<file path="src/rtl/ble_telemetry_tx_pkg.sv">
// ble_pkg: shared definitions for the BLE telemetry transmitter.
//   BLE_SYNC_BYTE  - first byte of every frame
//   BLE_FRAME_LEN  - bytes per frame (8 with BLE_TELEMETRY_CHECKSUM_EN, else 7)
//   ble_angle_t    - 9-bit signed attitude angle
//   frame-level and serializer-level state enums
//   ble_sext16     - sign-extends an angle to its 16-bit on-wire form
// Configuration macro: BLE_TELEMETRY_CHECKSUM_EN
package ble_pkg;

   localparam logic [7:0] BLE_SYNC_BYTE = 8'hA5;

`ifdef BLE_TELEMETRY_CHECKSUM_EN
   localparam int unsigned BLE_FRAME_LEN = 8;
`else
   localparam int unsigned BLE_FRAME_LEN = 7;
`endif

   typedef logic signed [8:0] ble_angle_t;

   typedef enum logic [1:0] {
      FRM_IDLE,
      FRM_LOAD,
      FRM_WAIT
   } ble_frame_state_t;

   typedef enum logic [1:0] {
      SER_IDLE,
      SER_START,
      SER_DATA,
      SER_STOP
   } ble_ser_state_t;

   function automatic logic [15:0] ble_sext16(input ble_angle_t a);
      return {{7{a[8]}}, a};
   endfunction

endpackage

</file>
<file path="src/rtl/ble_telemetry_tx_uart_tx_byte.sv">
// uart_tx_byte: 8N1 byte serializer, LSB first, DIV clocks per bit.
//   clock     - system clock, rising edge
//   reset_n   - asynchronous active-low reset (tx forced high)
//   load      - start a byte; data is captured on the same edge.
//               Accepted in IDLE or in the final cycle of the stop bit,
//               so consecutive bytes have no idle bits between them.
//   data      - byte to send
//   tx        - registered serial output, idles high
//   ready     - serializer idle
//   byte_done - one-cycle pulse in the final cycle of the stop bit
module uart_tx_byte
   import ble_pkg::*;
#(
   parameter int unsigned DIV = 868
) (
   input  logic       clock,
   input  logic       reset_n,
   input  logic       load,
   input  logic [7:0] data,
   output logic       tx,
   output logic       ready,
   output logic       byte_done
);

   localparam int unsigned   CW       = (DIV > 1) ? $clog2(DIV) : 1;
   localparam logic [CW-1:0] CNT_LAST = CW'(DIV - 1);

   ble_ser_state_t state;
   logic [CW-1:0]  cnt;
   logic [2:0]     bit_idx;
   logic [7:0]     data_q;
   logic           bit_end;

   assign bit_end   = (cnt == CNT_LAST);
   assign ready     = (state == SER_IDLE);
   assign byte_done = (state == SER_STOP) && bit_end;

   always_ff @(posedge clock or negedge reset_n) begin
      if (!reset_n) begin
         state   <= SER_IDLE;
         cnt     <= '0;
         bit_idx <= '0;
         data_q  <= '0;
         tx      <= 1'b1;
      end else begin
         case (state)
            SER_IDLE: begin
               cnt     <= '0;
               bit_idx <= '0;
               if (load) begin
                  state  <= SER_START;
                  data_q <= data;
                  tx     <= 1'b0;
               end
            end

            SER_START: begin
               if (bit_end) begin
                  cnt     <= '0;
                  bit_idx <= '0;
                  state   <= SER_DATA;
                  tx      <= data_q[0];
               end else begin
                  cnt <= cnt + 1'b1;
               end
            end

            SER_DATA: begin
               if (bit_end) begin
                  cnt <= '0;
                  if (bit_idx == 3'd7) begin
                     state <= SER_STOP;
                     tx    <= 1'b1;
                  end else begin
                     bit_idx <= bit_idx + 3'd1;
                     tx      <= data_q[bit_idx + 3'd1];
                  end
               end else begin
                  cnt <= cnt + 1'b1;
               end
            end

            SER_STOP: begin
               if (bit_end) begin
                  cnt <= '0;
                  // Chaining straight into the next start bit keeps bytes
                  // back-to-back with bit boundaries on exact DIV multiples.
                  if (load) begin
                     state  <= SER_START;
                     data_q <= data;
                     tx     <= 1'b0;
                  end else begin
                     state <= SER_IDLE;
                  end
               end else begin
                  cnt <= cnt + 1'b1;
               end
            end

            default: begin
               state <= SER_IDLE;
               tx    <= 1'b1;
            end
         endcase
      end
   end

endmodule

</file>
<file path="src/rtl/ble_telemetry_tx.sv">
// ble_telemetry_tx: framed UART transmitter streaming roll/pitch/yaw to
// the BLE module.  Frame: A5, roll, pitch, yaw (each sign-extended to
// 16 bits, high byte first), then an optional 8-bit sum of the six
// payload bytes.
//   CLK_HZ, BAUD - bit period DIV = CLK_HZ/BAUD (truncated)
//   clock        - system clock, rising edge
//   reset_n      - asynchronous active-low reset; abandons any frame
//   send         - frame request, accepted when busy is low
//   roll/pitch/yaw - 9-bit signed angles, captured on the accept edge
//   busy         - high from the cycle after accept until frame end
//   done         - one-cycle pulse after the last stop bit
//   tx           - serial line to the BLE module, idles high
// Configuration macro: BLE_TELEMETRY_CHECKSUM_EN (adds the checksum byte)
module ble_telemetry_tx
   import ble_pkg::*;
#(
   parameter int unsigned CLK_HZ = 100_000_000,
   parameter int unsigned BAUD   = 115_200
) (
   input  logic              clock,
   input  logic              reset_n,
   input  logic              send,
   input  logic signed [8:0] roll,
   input  logic signed [8:0] pitch,
   input  logic signed [8:0] yaw,
   output logic              busy,
   output logic              done,
   output logic              tx
);

   localparam int unsigned DIV      = CLK_HZ / BAUD;
   localparam logic [2:0]  LAST_IDX = 3'(BLE_FRAME_LEN - 1);

   ble_frame_state_t fstate;
   logic [2:0]       idx;
   logic [2:0]       nxt_idx;
   logic [47:0]      shadow;
   logic             accept;
   logic             ser_load;
   logic             ser_ready;
   logic             ser_byte_done;
   logic [7:0]       ser_data;
`ifdef BLE_TELEMETRY_CHECKSUM_EN
   logic [7:0]       csum;
`endif

   assign accept  = send && !busy && ser_ready;
   assign nxt_idx = (fstate == FRM_IDLE) ? 3'd0 : idx + 3'd1;

   // The serializer load is combinational so the start bit leaves on the
   // accept edge itself and each following byte on the previous byte's
   // final stop-bit edge; the frame FSM tracks which byte is in flight.
   assign ser_load = accept ||
                     ((fstate == FRM_WAIT) && ser_byte_done && (idx != LAST_IDX));

   always_comb begin
      ser_data = BLE_SYNC_BYTE;
      case (nxt_idx)
         3'd1:    ser_data = shadow[47:40];
         3'd2:    ser_data = shadow[39:32];
         3'd3:    ser_data = shadow[31:24];
         3'd4:    ser_data = shadow[23:16];
         3'd5:    ser_data = shadow[15:8];
         3'd6:    ser_data = shadow[7:0];
`ifdef BLE_TELEMETRY_CHECKSUM_EN
         3'd7:    ser_data = csum;
`endif
         default: ser_data = BLE_SYNC_BYTE;
      endcase
   end

   always_ff @(posedge clock or negedge reset_n) begin
      if (!reset_n) begin
         fstate <= FRM_IDLE;
         idx    <= '0;
         shadow <= '0;
         busy   <= 1'b0;
         done   <= 1'b0;
`ifdef BLE_TELEMETRY_CHECKSUM_EN
         csum   <= '0;
`endif
      end else begin
         done <= 1'b0;

`ifdef BLE_TELEMETRY_CHECKSUM_EN
         // Payload bytes are summed as they are handed over, so the sum is
         // complete long before the checksum slot is loaded.
         if (ser_load && (nxt_idx != 3'd0) && (nxt_idx != 3'd7))
            csum <= csum + ser_data;
`endif

         case (fstate)
            FRM_IDLE: begin
               if (accept) begin
                  shadow <= {ble_sext16(roll), ble_sext16(pitch), ble_sext16(yaw)};
                  idx    <= '0;
                  busy   <= 1'b1;
                  fstate <= FRM_LOAD;
`ifdef BLE_TELEMETRY_CHECKSUM_EN
                  csum   <= '0;
`endif
               end
            end

            FRM_LOAD: begin
               fstate <= FRM_WAIT;
            end

            FRM_WAIT: begin
               if (ser_byte_done) begin
                  if (idx == LAST_IDX) begin
                     fstate <= FRM_IDLE;
                     busy   <= 1'b0;
                     done   <= 1'b1;
                  end else begin
                     idx    <= idx + 3'd1;
                     fstate <= FRM_LOAD;
                  end
               end
            end

            default: begin
               fstate <= FRM_IDLE;
               busy   <= 1'b0;
            end
         endcase
      end
   end

   uart_tx_byte #(
      .DIV (DIV)
   ) u_ser (
      .clock     (clock),
      .reset_n   (reset_n),
      .load      (ser_load),
      .data      (ser_data),
      .tx        (tx),
      .ready     (ser_ready),
      .byte_done (ser_byte_done)
   );

endmodule

</file>
<file path="config.mk">
export PLATFORM = sky130hd
export DESIGN_NAME = ble_telemetry_tx
export DESIGN_NICKNAME = d
export VERILOG_FILES = /design/src/rtl/ble_telemetry_tx_pkg.sv /design/src/rtl/ble_telemetry_tx_uart_tx_byte.sv /design/src/rtl/ble_telemetry_tx.sv
export SDC_FILE = /design/constraint.sdc
export NUM_CORES = 1
export LEC_CHECK = 0
export BUFFER_PORTS_ARGS = -buffer_cell sky130_fd_sc_hd__buf_4
export CORE_MARGIN = 5
export CORE_UTILIZATION = 54
export DETAILED_ROUTE_END_ITERATION = 6
export PLACE_DENSITY = 0.78
export SETUP_SLACK_MARGIN = 0.3
export SKIP_LAST_GASP = 1
export SLEW_MARGIN = 10
export SYNTH_ARGS = -nofsm -noshare
export SYNTH_HDL_FRONTEND = slang
export SYNTH_SLANG_ARGS = --single-unit
</file>
<file path="constraint.sdc">
create_clock -name clock -period 5.54 [get_ports clock]
set_input_delay 0.831 -clock clock [delete_from_list [all_inputs] [get_ports clock]]
set_output_delay 0.831 -clock clock [all_outputs]
set_load 0.01 [all_outputs]
</file>
==> flow_metrics.tcl <==
set metrics [dict create \
    outcome "finished clean" \
    synth_nets 301 \
    fin_crit_sh_pct 39.9 \
    num_vias 2057 \
    cts_tree "yes" \
    crit_arrival_ps 2420 \
    row_count 26 \
    relSlewSlack_pct 49.8 \
    crit_buf_inv 0 \
    fin_crit_ps 2210 \
    worstPathRequired_ps 5750 \
    worst_pin_slew_ps 750 \
    yosysUniqueCellTypes 46 \
    post_cts_buffers 0 \
    p_total_uw 802 \
    critPathMaxStageDelay_ps 560 \
    r2r-start "u_ser.cnt[0]" \
    die_h_um 83.5 \
    grt_pass1_vias 2230 \
    grtUsageTotal_pct 17.5 \
    slowest_stage "a22oi_2" \
    dpl.hpwl_um 3890 \
    grt_max_degree 59 \
    setup_violations 0 \
    fin_skew_ps 7.18 \
    synth_area_um2 2920 \
    io_buffers 32 \
    path_clk_slew_ps 60 \
    syn_inst 261 \
    grt_pass1_wl_um 10000 \
    fillers 410 \
    drive_gt1_share_pct 28.0 \
    cts_resized 0 \
    synth-seq-cells 58 \
    r2r_cells 6 \
    setup_tns_ps 0 \
    avgSynthCellArea_um2 11.2 \
    grt_overflow 0 \
    cts_sinks 58 \
    peakVddDrop_v 0.000173 \
    setup_slack_ps 3330 \
    dpl_worst_slack_ps 3330 \
    startpoint_type "register" \
    drv_cap 0 \
    ant_nets 0 \
    initial_core_util_pct 56.4 \
    hold_class "reg2reg" \
    drt_iter0_drc 140 \
    multi_input_area_um2 1380 \
    hold-path-cell-count 1 \
    layout.nets 335 \
    syn2layout_area_growth_pct 15.9 \
    drv_slew 0 \
    path_cells "ha_1, nor4bb_2, nand4_1, a22oi_2, o221a_2, a21oi_1" \
    root_buffer "clkbuf_8" \
    path_class "reg2reg" \
    finalHoldViolCount 0 \
    wire_per_inst_um 14.9 \
    ys_seq_area_share_pct 49.8 \
    die_x_um 83.5 \
    hp-start "u_ser.cnt[0]" \
    numCtsBuffers 9 \
    cts_buffer_depth 2 \
    timing.rr.end "u_ser.data_q[5]" \
    drc 0 \
    synth_ff_type "dfrtp_1" \
    fmax_mhz 452 \
    diodes 0 \
    r2r_setup_slack_ps 3330 \
    wl_um 5520 \
    cpLargestDelayFamily "compound AO/OA/AOI/OAI gates" \
    p_leak_nw 1.55 \
    endpoint_kind "register" \
    rsz0062_at_grt "false" \
    path_max_fanout 13 \
    cts_hold_buf 0 \
    synth_warnings 0 \
    core_um2 5170 \
    finalNonFillerCells 370 \
    cts_htree_levels 3 \
    boundaryPins 33 \
    dieArea_um2 6980 \
    gp_congestion 0.824 \
    viasPerCell 5.56 \
    synth_edf_count 0 \
    regArea_um2 1450 \
    powerDensity_nw_per_um2 237 \
    hold_end "u_ser.cnt[0]" \
    firstDrtPassIters 4 \
    clk-insertion-delay-late_ps 330 \
    post-place-cells 354 \
    async_flop_share_pct 100 \
    antenna_found_initial 0 \
    cp-startpoint "u_ser.cnt[0]" \
]
-- sequential cells by signal, indices dropped and copies added (netlist names) --
name / count
shadow: 27
idx: 3
fstate: 2
u_ser.cnt: 10
busy: 1
u_ser.state: 2
done: 1
u_ser.data_q: 8
u_ser.bit_idx: 3
u_ser.tx: 1
-- per-stage QoR --
step	cell area, µm²	util, %	hold slack, ps
after floorplan	2920	-	455
after global placement	3200	61.9	467
after detailed placement	3200	61.9	491
after CTS	3380	65.4	500
after global routing	3380	65.4	519
final	3380	65.4	494
-- layout make-up --
class	instances	area share, %
clock buffers	14	5.11
clock inverters	2	0.296
inverters	8	0.888
multi-input cells	185	40.8
flip-flops and latches	58	43.0
well taps	70	2.59
repair buffers	33	7.33
-- per-layer routing --
layer | wire length, µm | track usage [%]
met4 | 90 | 8.48
met5 | 0 | 0
met3 | 283 | 4.05
met2 | 2580 | 28.4
met1 | 2570 | 22.1
-- layout by cell type, fill, tap and decap left out, types with 2 or more instances in the layout --
cell type	netlist	routed
ha_1	10	10
xor2_1	4	4
or3_1	3	3
a21oi_1	12	12
inv_1	8	8
nand2b_1	2	2
xnor2_1	3	3
clkinv_2	0	2
clkbuf_1	4	2
o21ai_0	15	15
a22o_1	2	2
dfrtp_1	57	57
nand3_1	14	14
clkbuf_8	0	12
nor3b_1	2	2
buf_4	1	33
nand2_1	18	18
a21o_1	2	2
nand4_1	3	3
mux2i_1	14	14
a211o_1	2	2
mux2_2	28	28
nor2_1	23	23
a31oi_1	6	6
-- synthesized netlist by cell type, types with 2 or more instances --
cell type  instances  area (µm²)
xnor2_1            3        26.3
mux2i_1           14         140
ha_1              10         125
a21o_1             2        15.0
buf_2              3        15.0
o21ai_0           15        75.1
nand2_1           18        67.6
nor3_1             2        10.0
mux2_2            28         315
buf_6              2        22.5
nand4_1            3        18.8
inv_1              8        30.0
a22o_1             2        17.5
dfrtp_1           57        1430
nor3b_1            2        15.0
a31oi_1            6        37.5
nor2_1            23        86.3
clkbuf_1           4        15.0
xor2_1             4        35.0
a211o_1            2        17.5
nand2b_1           2        12.5
or3_1              3        18.8
a21oi_1           12        60.1
nand3_1           14        70.1
-- worst max-delay path by stage --
| stage | slack [ps] | cells after the start | endpoint |
|---|---|---|---|
| after CTS | 3310 | 6 | u_ser.data_q[2] |
| after global routing | 3130 | 6 | u_ser.data_q[2] |
| after global placement | 3390 | 5 | shadow[31] |
| after floorplan | 3600 | 4 | shadow[0] |
| final | 3330 | 6 | u_ser.data_q[5] |
| after detailed placement | 3330 | 6 | u_ser.data_q[2] |
-- logic make-up after synthesis --
kind of cell / synth area share [%]
adders and majority gates: 4.29
DFF: 49.8
muxes: 16.8
xor gates and xnor gates: 3.22
AOI/OAI and AO/OA: 9.86
buffers and inverters: 3.09
and+or+nand+nor: 13.0
-- power breakdown --
| group | switching (mW) | internal [mW] |
|---|---|---|
| clock | 0.157 | 0.198 |
| combinational | 0.0104 | 0.0128 |
| sequential | 0 | 0.424 |
| total | 0.167 | 0.634 |
(Power assumes the default switching activity.)
